**config.mk**
```make
export PLATFORM = sky130hd
export DESIGN_NAME = gate_sweep_sequencer_flat
export DESIGN_NICKNAME = d
export VERILOG_FILES = /design/src/rtl/gate_sweep_sequencer_if.sv /design/src/rtl/gate_sweep_sequencer.sv /design/src/flat_wrapper.sv
export SDC_FILE = /design/constraint.sdc
export NUM_CORES = 1
export LEC_CHECK = 0
export BUFFER_PORTS_ARGS = -buffer_cell sky130_fd_sc_hd__buf_2
export CAP_MARGIN = 10
export CORE_ASPECT_RATIO = 1.1
export CORE_MARGIN = 8
export CORE_UTILIZATION = 54
export DETAILED_ROUTE_END_ITERATION = 8
export GPL_TIMING_DRIVEN = 0
export HOLD_SLACK_MARGIN = 0.1
export PLACE_DENSITY = 0.77
export RECOVER_POWER = 50
export SKIP_CTS_REPAIR_TIMING = 1
export SYNTH_ARGS = -nofsm -noshare
export SYNTH_HDL_FRONTEND = slang
export SYNTH_SLANG_ARGS = --single-unit
```
**constraint.sdc**
```tcl
create_clock -name clk -period 1.85 [get_ports clk]
set_input_delay 0.37 -clock clk [delete_from_list [all_inputs] [get_ports clk]]
set_output_delay 0.37 -clock clk [all_outputs]
set_load 0.01 [all_outputs]
```
**src/rtl/gate_sweep_sequencer_if.sv**
```systemverilog
// Bundle of the start/busy/done control bus and the datapath stimulus and
// return lines. The design takes the slave side.
interface gate_sweep_sequencer_if;
  logic       start;
  logic [1:0] sel_mode;
  logic       x;
  logic       y;
  logic       s;
  logic       a_in;
  logic       b_in;
  logic       z_in;
  logic       busy;
  logic       done;
  logic [3:0] or_vec;
  logic [3:0] nor_vec;
  logic [3:0] mux_vec;
  logic       err;

  // Requester and datapath side: issues start, returns the gate outputs.
  modport master (
    output start, sel_mode, a_in, b_in, z_in,
    input  x, y, s, busy, done, or_vec, nor_vec, mux_vec, err
  );

  // Sequencer side.
  modport slave (
    input  start, sel_mode, a_in, b_in, z_in,
    output x, y, s, busy, done, or_vec, nor_vec, mux_vec, err
  );
endinterface

```
**src/rtl/gate_sweep_sequencer.sv**
```systemverilog
// Walks the OR/NOR gate unit and its select mux through the four {x,y}
// combinations, captures the returned truth tables and flags any sample that
// disagrees with the ideal gate behaviour. x, y and s are registered so the
// datapath never sees decode glitches.
module gate_sweep_sequencer #(
  parameter int SETTLE = 1
) (
  input logic                   clk,
  input logic                   rst_n,
  gate_sweep_sequencer_if.slave bus
);

  typedef enum logic [1:0] {
    IDLE = 2'd0,
    RUN  = 2'd1,
    DONE = 2'd2
  } state_t;

  localparam logic [3:0] LAST = 4'(SETTLE - 1);

  state_t     state, state_nxt;
  logic [1:0] idx, idx_nxt;
  logic [3:0] cnt, cnt_nxt;
  logic [1:0] mode, mode_nxt;
  logic       x_q, x_nxt;
  logic       y_q, y_nxt;
  logic       s_q, s_nxt;
  logic       busy_q, busy_nxt;
  logic       done_q, done_nxt;
  logic [3:0] or_q, or_nxt;
  logic [3:0] nor_q, nor_nxt;
  logic [3:0] mux_q, mux_nxt;
  logic       err_q, err_nxt;

  // Mux select for vector i under the latched policy; x^y equals i[1]^i[0].
  function automatic logic sel_for(input logic [1:0] m, input logic [1:0] i);
    case (m)
      2'b00:   sel_for = 1'b0;
      2'b01:   sel_for = 1'b1;
      2'b10:   sel_for = ~i[0];
      default: sel_for = i[1] ^ i[0];
    endcase
  endfunction

  // State, counters and all output registers; everything clears on reset.
  always_ff @(posedge clk or negedge rst_n) begin
    if (!rst_n) begin
      state  <= IDLE;
      idx    <= 2'd0;
      cnt    <= 4'd0;
      mode   <= 2'b00;
      x_q    <= 1'b0;
      y_q    <= 1'b0;
      s_q    <= 1'b0;
      busy_q <= 1'b0;
      done_q <= 1'b0;
      or_q   <= 4'b0000;
      nor_q  <= 4'b0000;
      mux_q  <= 4'b0000;
      err_q  <= 1'b0;
    end else begin
      state  <= state_nxt;
      idx    <= idx_nxt;
      cnt    <= cnt_nxt;
      mode   <= mode_nxt;
      x_q    <= x_nxt;
      y_q    <= y_nxt;
      s_q    <= s_nxt;
      busy_q <= busy_nxt;
      done_q <= done_nxt;
      or_q   <= or_nxt;
      nor_q  <= nor_nxt;
      mux_q  <= mux_nxt;
      err_q  <= err_nxt;
    end
  end

  // Next state plus the values the output registers take at the coming edge.
  always_comb begin
    state_nxt = state;
    idx_nxt   = idx;
    cnt_nxt   = cnt;
    mode_nxt  = mode;
    x_nxt     = 1'b0;
    y_nxt     = 1'b0;
    s_nxt     = 1'b0;
    busy_nxt  = 1'b0;
    done_nxt  = 1'b0;
    or_nxt    = or_q;
    nor_nxt   = nor_q;
    mux_nxt   = mux_q;
    err_nxt   = err_q;

    case (state)
      IDLE: begin
        if (bus.start) begin
          mode_nxt  = bus.sel_mode;
          or_nxt    = 4'b0000;
          nor_nxt   = 4'b0000;
          mux_nxt   = 4'b0000;
          err_nxt   = 1'b0;
          idx_nxt   = 2'd0;
          cnt_nxt   = 4'd0;
          state_nxt = RUN;
          busy_nxt  = 1'b1;
          s_nxt     = sel_for(bus.sel_mode, 2'd0);
        end
      end

      RUN: begin
        busy_nxt = 1'b1;
        x_nxt    = x_q;
        y_nxt    = y_q;
        s_nxt    = s_q;
        if (cnt == LAST) begin
          // Last settle cycle of this vector: capture and judge the returns.
          or_nxt[idx]  = bus.a_in;
          nor_nxt[idx] = bus.b_in;
          mux_nxt[idx] = bus.z_in;
          err_nxt = err_q
                  | (bus.a_in != (x_q | y_q))
                  | (bus.b_in != ~(x_q | y_q))
                  | (bus.z_in != (s_q ? bus.a_in : bus.b_in));
          cnt_nxt = 4'd0;
          if (idx == 2'd3) begin
            state_nxt = DONE;
            busy_nxt  = 1'b0;
            done_nxt  = 1'b1;
            x_nxt     = 1'b0;
            y_nxt     = 1'b0;
            s_nxt     = 1'b0;
          end else begin
            idx_nxt = idx + 2'd1;
            x_nxt   = idx_nxt[1];
            y_nxt   = idx_nxt[0];
            s_nxt   = sel_for(mode, idx_nxt);
          end
        end else begin
          cnt_nxt = cnt + 4'd1;
        end
      end

      default: begin
        state_nxt = IDLE;
      end
    endcase
  end

  assign bus.x       = x_q;
  assign bus.y       = y_q;
  assign bus.s       = s_q;
  assign bus.busy    = busy_q;
  assign bus.done    = done_q;
  assign bus.or_vec  = or_q;
  assign bus.nor_vec = nor_q;
  assign bus.mux_vec = mux_q;
  assign bus.err     = err_q;

endmodule

```
**src/flat_wrapper.sv**
```systemverilog
// flat-port wrapper written by rule: the top's interface ports become plain ports
module gate_sweep_sequencer_flat 
#(
  parameter int SETTLE = 1
)
  (clk, rst_n, bus_start, bus_sel_mode, bus_a_in, bus_b_in, bus_z_in, bus_x, bus_y, bus_s, bus_busy, bus_done, bus_or_vec, bus_nor_vec, bus_mux_vec, bus_err);
  gate_sweep_sequencer_if bus_i ();
  input logic clk;
  input logic rst_n;
  input wire logic [$bits(bus_i.start)-1:0] bus_start;
  input wire logic [$bits(bus_i.sel_mode)-1:0] bus_sel_mode;
  input wire logic [$bits(bus_i.a_in)-1:0] bus_a_in;
  input wire logic [$bits(bus_i.b_in)-1:0] bus_b_in;
  input wire logic [$bits(bus_i.z_in)-1:0] bus_z_in;
  output wire logic [$bits(bus_i.x)-1:0] bus_x;
  output wire logic [$bits(bus_i.y)-1:0] bus_y;
  output wire logic [$bits(bus_i.s)-1:0] bus_s;
  output wire logic [$bits(bus_i.busy)-1:0] bus_busy;
  output wire logic [$bits(bus_i.done)-1:0] bus_done;
  output wire logic [$bits(bus_i.or_vec)-1:0] bus_or_vec;
  output wire logic [$bits(bus_i.nor_vec)-1:0] bus_nor_vec;
  output wire logic [$bits(bus_i.mux_vec)-1:0] bus_mux_vec;
  output wire logic [$bits(bus_i.err)-1:0] bus_err;
  assign bus_i.start = bus_start;
  assign bus_i.sel_mode = bus_sel_mode;
  assign bus_i.a_in = bus_a_in;
  assign bus_i.b_in = bus_b_in;
  assign bus_i.z_in = bus_z_in;
  assign bus_x = bus_i.x;
  assign bus_y = bus_i.y;
  assign bus_s = bus_i.s;
  assign bus_busy = bus_i.busy;
  assign bus_done = bus_i.done;
  assign bus_or_vec = bus_i.or_vec;
  assign bus_nor_vec = bus_i.nor_vec;
  assign bus_mux_vec = bus_i.mux_vec;
  assign bus_err = bus_i.err;
  gate_sweep_sequencer #(.SETTLE(SETTLE)) u_core (.clk(clk), .rst_n(rst_n), .bus(bus_i));
endmodule
```
==> flow_metrics.env, run 1 <==
export IMPL_run_status="complete, no violations"
export IMPL_synth_top_area_frac=0.4921
export IMPL_n_antenna_cell=0
export IMPL_drc_errors=0
export IMPL_synth_area_leader_cell="dfrtp_1"
export IMPL_core_area_um2=2496
export IMPL_firstDrtPassIters=4
export IMPL_hold_path_depth=2
export IMPL_rows=19
export IMPL_grt_use_total=0.1432
export IMPL_overflow=0
export IMPL_final_area_um2=1630
export IMPL_cts_tree="done"
export IMPL_fmax_ghz=0.5757
export IMPL_hp_class="in2reg"
export IMPL_utilization=0.6531
export IMPL_first_iter_violations=24
export IMPL_critical_path_required_ns=2.11
export IMPL_vias=1108
export IMPL_crit_type="reg2reg"
export IMPL_path_max_fanout=6
export IMPL_fin_crit_sh=0.9390
export IMPL_final_layout_size_suffix_gt1_frac=0.2112
export IMPL_port_buffers=25
export IMPL_synth_ff_type="dfrtp_1"
export IMPL_netlist_instances=131
export IMPL_worst_slew_margin_rel=0.5418
export IMPL_cts_root_buffer="clkbuf_4"
export IMPL_synth_seq_cells=28
export IMPL_hold_viol=0
export IMPL_grt_max_degree=29
export IMPL_placed_area_um2=1588
export IMPL_cts_sinks=28
export IMPL_antenna_found_initial=0
export IMPL_syn_nets=145
export IMPL_htreeDepth=1
export IMPL_num_io_pins=26
export IMPL_synth_area_um2=1424
export IMPL_cts_buffers_inserted=3
export IMPL_cp_arrival_ns=2.00
export IMPL_seq_area_frac_synth=0.4921
export IMPL_ys_types=36
export IMPL_fin_crit_ns=1.737
export IMPL_worst_pin_slew_ns=0.6874
export IMPL_hold_start="bus_sel_mode[1]"
export IMPL_async_reset_ff_frac=1.000
export IMPL_setup_tns_ns=0
export IMPL_avgSynthCellArea_um2=10.87
export IMPL_start_kind="register"
export IMPL_finalNonFillerCells=192
export IMPL_slew_violations=0
export IMPL_reg2reg_to="u_core.idx[1]"
export IMPL_synth_area_leaders="dfrtp_1 (49%), mux2i_1 (5.6%), ha_1 (5.3%), nand2_1 (3.7%), a31oi_1 (2.6%)"
export IMPL_antenna_left=0
export IMPL_grt_pass1_wl_mm=5.319
export IMPL_yosysMostFrequentCell="dfrtp_1"
export IMPL_dieArea_um2=4538
export IMPL_power_density_nw_per_um2=1470
export IMPL_crit_reg2reg_launch="u_core.idx[0]"
export IMPL_rr_worst_depth=5
export IMPL_setup_viol=0
export IMPL_rrSetupSlack_ns=0.11
export IMPL_routed_wl_mm=3.105
export IMPL_grt_pass1_vias=1133
export IMPL_vias_per_cell=5.771
export IMPL_gp_congestion=0.8237
export IMPL_start_util=0.5704
export IMPL_skew_ns=0.001710
export IMPL_fin_nets=176
export IMPL_clock_path_buffers=2
export IMPL_holdPathEnd="u_core.mode[1]"
export IMPL_clock_latency_ns=0.33
export IMPL_synth_edf_count=0
export IMPL_p_leak_nw=0.8165
export IMPL_yosys_top_cells_count="dfrtp_1 (28), nand2_1 (14), inv_1 (8), mux2i_1 (8)"
export IMPL_cp_end_kind="register"
export IMPL_cap_violations=0
export IMPL_die_w_um=64.96
export IMPL_ys_warn_count=0
export IMPL_post_drt_wl_per_cell_um=16.17
export IMPL_die_y_um=69.86
export IMPL_dp_hpwl_mm=2.374
export IMPL_cts_clk_slew_worst_paths_ns=0.14
export IMPL_rsz0062_at_grt="false"
export IMPL_vdd_drop_max_mv=1.041
export IMPL_syn_to_final_growth_pct=14.50
export IMPL_dp_cells=187
-- flip-flops by register name, indices dropped and copies added (netlist names) --
| signal | flops |
|---|---|
| u_core.idx | 2 |
| u_core.bus.err | 1 |
| u_core.bus.or_vec | 4 |
| u_core.state | 2 |
| u_core.bus.x | 1 |
| u_core.bus.mux_vec | 4 |
| u_core.cnt | 4 |
| u_core.bus.nor_vec | 4 |
| u_core.bus.s | 1 |
| u_core.mode | 2 |
| u_core.bus.y | 1 |
| u_core.bus.done | 1 |
| u_core.bus.busy | 1 |
-- area by class of cell --
| cell class | count | area, µm² |
|---|---|---|
| clock buffers | 4 | 36.28 |
| repair buffers | 26 | 125.1 |
| multi-input cells | 89 | 669.4 |
| inverters | 8 | 30.03 |
| plain buffers | 6 | 28.78 |
| fillers | 215 | 865.8 |
| well taps | 31 | 38.79 |
| flip-flops and latches | 28 | 701.9 |
-- cell usage in the layout, fill, tap and decap left out, types with 2 or more instances in the layout --
cell and count:
a21oi_1 2, a22o_1 2, a31oi_1 6, and3_1 2, buf_2 21, clkbuf_1 9
clkbuf_4 3, dfrtp_1 27, ha_1 6, inv_1 8, mux2_2 2, mux2i_1 8
nand2_1 14, nand2b_1 3, nand3_1 5, nor2_1 3, nor2b_1 5, nor4b_1 3
o21ai_0 2, o2bb2ai_1 4, o31a_1 2, or2_1 2, or3b_1 2, xnor2_1 2
-- report_power, final --
part	leakage [nW]	total (mW)	switching, mW	internal [mW]
clock	0.0210	0.302	0.181	0.121
combinational	0.435	1.11	0.620	0.495
sequential	0.360	0.981	0.163	0.818
total	0.817	2.40	0.964	1.43
-- per-layer routing --
layer  GRT usage  wire length [µm]  share of wire  up-vias
met5           0                 0              0        -
met4     0.05340                71          0.023        0
met3     0.02871               150          0.048        7
met2      0.2522              1595           0.51       25
met1      0.1641              1288           0.41      550
li1            -                 -              -      526
-- per-stage QoR --
| stage | total power [mW] | setup WS (ns) | hold slack [ns] |
|---|---|---|---|
| 5_1_grt | 2.589 | 0.01322 | 0.2760 |
| 2_1_floorplan | 1.733 | 0.2703 | 0.07441 |
| 3_3_place_gp | 2.044 | 0.1097 | 0.4123 |
| 3_5_place_dp | 2.101 | 0.09907 | 0.4180 |
| 6_report | 2.397 | 0.1129 | 0.2836 |
| 4_1_cts | 2.404 | 0.07284 | 0.03208 |
-- worst max-delay path: stages (launching register included) --
cell and delay, ns:
dfrtp_2 0.44, inv_1 0.10, ha_1 0.34, nand4bb_1 0.16, or4b_1 0.52, o211ai_1 0.11
-- cell families (layout without fill, tap and decap cells) --
logic type,Yosys count,after routing,synth area share
AO/OA/AOI/OAI,25,25,0.1371
XOR/XNOR,3,3,0.01846
adder cells (fa/ha/maj),6,6,0.05272
buffers and inverters,14,44,0.04218
flip-flops,28,28,0.4921
multiplexers,10,10,0.07206
AND/OR/NAND/NOR,45,45,0.1854
-- how the worst max path moves through the flow --
stage                   from            end  slack (ns)  depth (start not counted)
3_3_place_gp   u_core.idx[0]   u_core.bus.s        0.11                          5
3_5_place_dp   u_core.idx[0]  u_core.idx[1]         0.1                          5
5_1_grt        u_core.cnt[0]   u_core.bus.s        0.01                          6
6_report       u_core.idx[0]  u_core.idx[1]        0.11                          5
4_1_cts        u_core.idx[0]   u_core.bus.s        0.07                          5
2_1_floorplan  u_core.idx[0]   u_core.bus.s        0.27                          5
No activity file was read; power rests on OpenSTA's default activity.
==> run 2: changes to the inputs <==
==> constraint.sdc (replaced) <==
create_clock -name clk -period 1.9 [get_ports clk]
set_input_delay 0.38 -clock clk [delete_from_list [all_inputs] [get_ports clk]]
set_output_delay 0.38 -clock clk [all_outputs]
set_load 0.01 [all_outputs]
==> flow_metrics.env, run 2 (synthesis gave the netlist of run 1 again) <==
export IMPL_run_status="complete, no violations"
export IMPL_hold_viol=0
export IMPL_antenna_found_initial=0
export IMPL_grt_pass1_vias=1133
export IMPL_hold_ws_ns=0.3007
export IMPL_cp_num_buf_inv=1
export IMPL_start_kind="register"
export IMPL_cp_end_kind="register"
export IMPL_slew_violations=0
export IMPL_setup_viol=0
export IMPL_worst_path_stages=5
export IMPL_port_buffers=25
export IMPL_hp_class="in2reg"
export IMPL_final_cell_mix="dfrtp_1 (27), buf_2 (21), nand2_1 (14)"
export IMPL_cp_cell_sequence="inv_1 > ha_1 > nand4bb_1 > or4b_1 > o211ai_1"
export IMPL_crit_path_max_incr_delay_ns=0.52
export IMPL_crit_type="reg2reg"
export IMPL_final_layout_size_suffix_gt1_frac=0.2050
export IMPL_fin_nets=176
export IMPL_critical_path_required_ns=2.16
export IMPL_post_drt_wl_per_cell_um=16.05
export IMPL_overflow=0
export IMPL_n_antenna_cell=0
export IMPL_fin_crit_ns=1.733
export IMPL_fmax_ghz=0.5769
export IMPL_setup_tns_ns=0
export IMPL_die_w_um=64.96
export IMPL_cap_violations=0
export IMPL_final_common_cell="dfrtp_1"
export IMPL_die_y_um=69.86
export IMPL_start_util=0.5704
export IMPL_grt_pass1_wl_mm=5.319
export IMPL_utilization=0.6511
export IMPL_critical_path_top_delay_family="simple AND/OR/NAND/NOR gates"
export IMPL_drc_errors=0
export IMPL_worst_slew_margin_rel=0.5425
export IMPL_grt_max_degree=29
export IMPL_hold_path_depth=2
export IMPL_worst_pin_slew_ns=0.6863
export IMPL_dp_hpwl_mm=2.374
export IMPL_syn_to_final_growth_pct=14.15
export IMPL_cts_clk_slew_worst_paths_ns=0.14
export IMPL_critPathSlowestCell="or4b_1"
export IMPL_num_io_pins=26
export IMPL_cts_root_buffer="clkbuf_4"
export IMPL_cts_sinks=28
export IMPL_cts_tree="done"
export IMPL_cp_arrival_ns=1.99
export IMPL_vdd_drop_max_mv=1.137
export IMPL_rsz0062_at_grt="false"
export IMPL_first_iter_violations=22
export IMPL_p_leak_nw=0.8153
export IMPL_skew_ns=0.002250
export IMPL_routed_wl_mm=3.081
export IMPL_path_max_fanout=4
export IMPL_clock_path_buffers=2
export IMPL_gp_congestion=0.8237
export IMPL_grt_use_total=0.1432
export IMPL_vias_per_cell=5.792
export IMPL_clock_latency_ns=0.33
export IMPL_htreeDepth=1
export IMPL_power_density_nw_per_um2=1422
export IMPL_vias=1112
export IMPL_fin_crit_sh=0.9123
export IMPL_rr_worst_depth=5
export IMPL_rows=19
export IMPL_core_area_um2=2496
export IMPL_cts_buffers_inserted=3
export IMPL_dieArea_um2=4538
export IMPL_p_total_mw=2.312
export IMPL_firstDrtPassIters=4
export IMPL_antenna_left=0
==> run 2: layout make-up <==
class | count | area [µm²]
clock buffer | 4 | 36.28
multi-input combinational | 89 | 664.4
buffer | 6 | 28.78
timing repair buffer | 26 | 125.1
tap | 31 | 38.79
sequential | 28 | 701.9
fill | 215 | 870.8
inverter | 8 | 30.03
==> run 2: power breakdown <==
part	switching, mW	internal [mW]	total, mW
clock network	0.173	0.117	0.290
logic	0.593	0.474	1.07
registers	0.158	0.796	0.954
total	0.924	1.39	2.31
==> run 2: worst paths after layout <==
path                                 start                     to  slack (ns)
min in group asynchronous            rst_n  u_core.bus.mux_vec[1]        0.60
setup / recovery             u_core.idx[1]          u_core.idx[1]        0.17
hold reg to reg             u_core.bus.err         u_core.bus.err        0.50
hold / removal             bus_sel_mode[1]         u_core.mode[1]        0.30
max in group asynchronous            rst_n          u_core.idx[0]        0.82
setup reg to reg             u_core.idx[1]          u_core.idx[1]        0.17
==> run 2: stage by stage <==
| step | area (µm²) | cells | setup slack (ns) |
|---|---|---|---|
| after floorplan | 1424 | 131 | 0.3203 |
| after global placement | 1588 | 187 | 0.1597 |
| after detailed placement | 1588 | 187 | 0.1491 |
| after CTS | 1624 | 191 | 0.1228 |
| after global routing | 1625 | 192 | 0.02923 |
| final | 1625 | 192 | 0.1667 |
==> run 2: worst register-to-register path, cell delays in order, from the launching register on <==
cell and delay (ns):
dfrtp_1 0.44, inv_1 0.10, ha_1 0.34, nand4bb_1 0.16, or4b_1 0.52, o211ai_1 0.11
==> run 2: metal layers <==
| layer | vias up | global-route usage | routed length, µm |
|---|---|---|---|
| met5 | - | 0 | 0 |
| met4 | 0 | 0.05340 | 60 |
| met3 | 6 | 0.02871 | 156 |
| met2 | 33 | 0.2522 | 1583 |
| met1 | 544 | 0.1641 | 1282 |
| li1 | 529 | - | - |
==> run 3: changes to the inputs <==
==> constraint.sdc (replaced) <==
create_clock -name clk -period 1.9 [get_ports clk]
set_input_delay 0.285 -clock clk [delete_from_list [all_inputs] [get_ports clk]]
set_output_delay 0.285 -clock clk [all_outputs]
set_load 0.01 [all_outputs]
==> flow_metrics.env, run 3 (synthesis gave the netlist of run 1 again) <==
export IMPL_rsz0062_at_grt="false"
export IMPL_num_io_pins=26
export IMPL_cts_root_buffer="clkbuf_4"
export IMPL_dp_cells=187
export IMPL_rows=19
export IMPL_antenna_found_initial=0
export IMPL_clock_latency_ns=0.33
export IMPL_finalNonFillerCells=192
export IMPL_final_seq_area_um2=701.9
export IMPL_hold_ws_ns=0.2019
export IMPL_grt_use_total=0.1432
export IMPL_final_common_cell="dfrtp_1"
export IMPL_grt_pass1_vias=1133
export IMPL_cts_clk_slew_worst_paths_ns=0.15
export IMPL_die_y_um=69.86
export IMPL_vdd_drop_max_mv=1.139
export IMPL_core_area_um2=2496
export IMPL_fin_nets=176
export IMPL_fin_crit_sh=0.9149
export IMPL_run_status="complete, no violations"
export IMPL_hp_class="in2reg"
export IMPL_grt_max_degree=29
export IMPL_cp_end_kind="register"
export IMPL_p_leak_nw=0.8142
export IMPL_final_layout_size_suffix_gt1_frac=0.2050
export IMPL_final_cell_mix="dfrtp_1 (27), buf_2 (21), nand2_1 (14)"
export IMPL_routed_wl_mm=3.082
export IMPL_start_kind="register"
export IMPL_cp_arrival_ns=2.00
export IMPL_gp_congestion=0.8237
export IMPL_rr_worst_depth=5
export IMPL_firstDrtPassIters=4
export IMPL_overflow=0
export IMPL_htreeDepth=1
export IMPL_syn_to_final_growth_pct=14.15
export IMPL_power_density_nw_per_um2=1426
export IMPL_skew_ns=0.002715
export IMPL_post_drt_wl_per_cell_um=16.05
export IMPL_first_iter_violations=20
export IMPL_cts_sinks=28
export IMPL_fin_crit_ns=1.738
export IMPL_die_w_um=64.96
export IMPL_drc_errors=0
export IMPL_cap_violations=0
export IMPL_hold_viol=0
export IMPL_start_util=0.5704
export IMPL_dp_hpwl_mm=2.374
export IMPL_worst_slew_margin_rel=0.5437
export IMPL_fmax_ghz=0.5753
export IMPL_dieArea_um2=4538
export IMPL_vias=1104
export IMPL_antenna_left=0
export IMPL_crit_type="reg2reg"
export IMPL_hold_path_depth=2
export IMPL_setup_tns_ns=0
export IMPL_cts_buffers_inserted=3
export IMPL_n_antenna_cell=0
export IMPL_cts_tree="done"
export IMPL_p_total_mw=2.317
export IMPL_critical_path_required_ns=2.16
export IMPL_fillers=216
export IMPL_vias_per_cell=5.750
export IMPL_worst_pin_slew_ns=0.6845
export IMPL_multi_input_area_um2=664.4
export IMPL_path_max_fanout=6
export IMPL_port_buffers=25
export IMPL_slew_violations=0
export IMPL_setup_viol=0
export IMPL_grt_pass1_wl_mm=5.319
export IMPL_clock_path_buffers=2
## run 3: cell counts in the layout (fill, tap and decap cells not counted)
Identical to the previous run, type by type.
## run 3: critical path: stages (launching register included)
cell and delay (ns):
dfrtp_2 0.44, inv_1 0.10, ha_1 0.34, nand4bb_1 0.16, or4b_1 0.52, o211ai_1 0.11
## run 3: final cells by class
class / instances / share of cell area
timing repair buffer: 26 / 0.07621
inverter: 8 / 0.01848
multi-input combinational: 89 / 0.4088
buffer: 6 / 0.01848
sequential: 28 / 0.4319
tap: 31 / 0.02386
clock buffer: 4 / 0.02232
## run 3: path summary, 6_finish.rpt
check	from	end	slack, ns
min	bus_sel_mode[1]	u_core.mode[1]	0.20
max	u_core.idx[0]	u_core.idx[1]	0.16
max in group asynchronous	rst_n	u_core.idx[0]	0.93
min in group asynchronous	rst_n	u_core.bus.mux_vec[1]	0.50
min reg2reg	u_core.bus.err	u_core.bus.err	0.51
max reg2reg	u_core.idx[0]	u_core.idx[1]	0.16
## run 3: routing by layer
layer	global-route usage	wire length [µm]
met5	0	0
met4	0.05340	62
met3	0.02871	159
met2	0.2522	1574
met1	0.1641	1286
## run 3: per-stage QoR
stage,worst slack (ns),instance area [µm²],utilization
5_1_grt,0.02923,1625,0.6511
3_3_place_gp,0.1597,1588,0.6361
6_report,0.1617,1625,0.6511
4_1_cts,0.1228,1624,0.6506
3_5_place_dp,0.1491,1588,0.6361
2_1_floorplan,0.3203,1424,-
## run 3: power breakdown
| part | switching, mW | internal, mW |
|---|---|---|
| logic | 0.593 | 0.477 |
| registers | 0.159 | 0.796 |
| clock network | 0.175 | 0.118 |
| total | 0.927 | 1.39 |
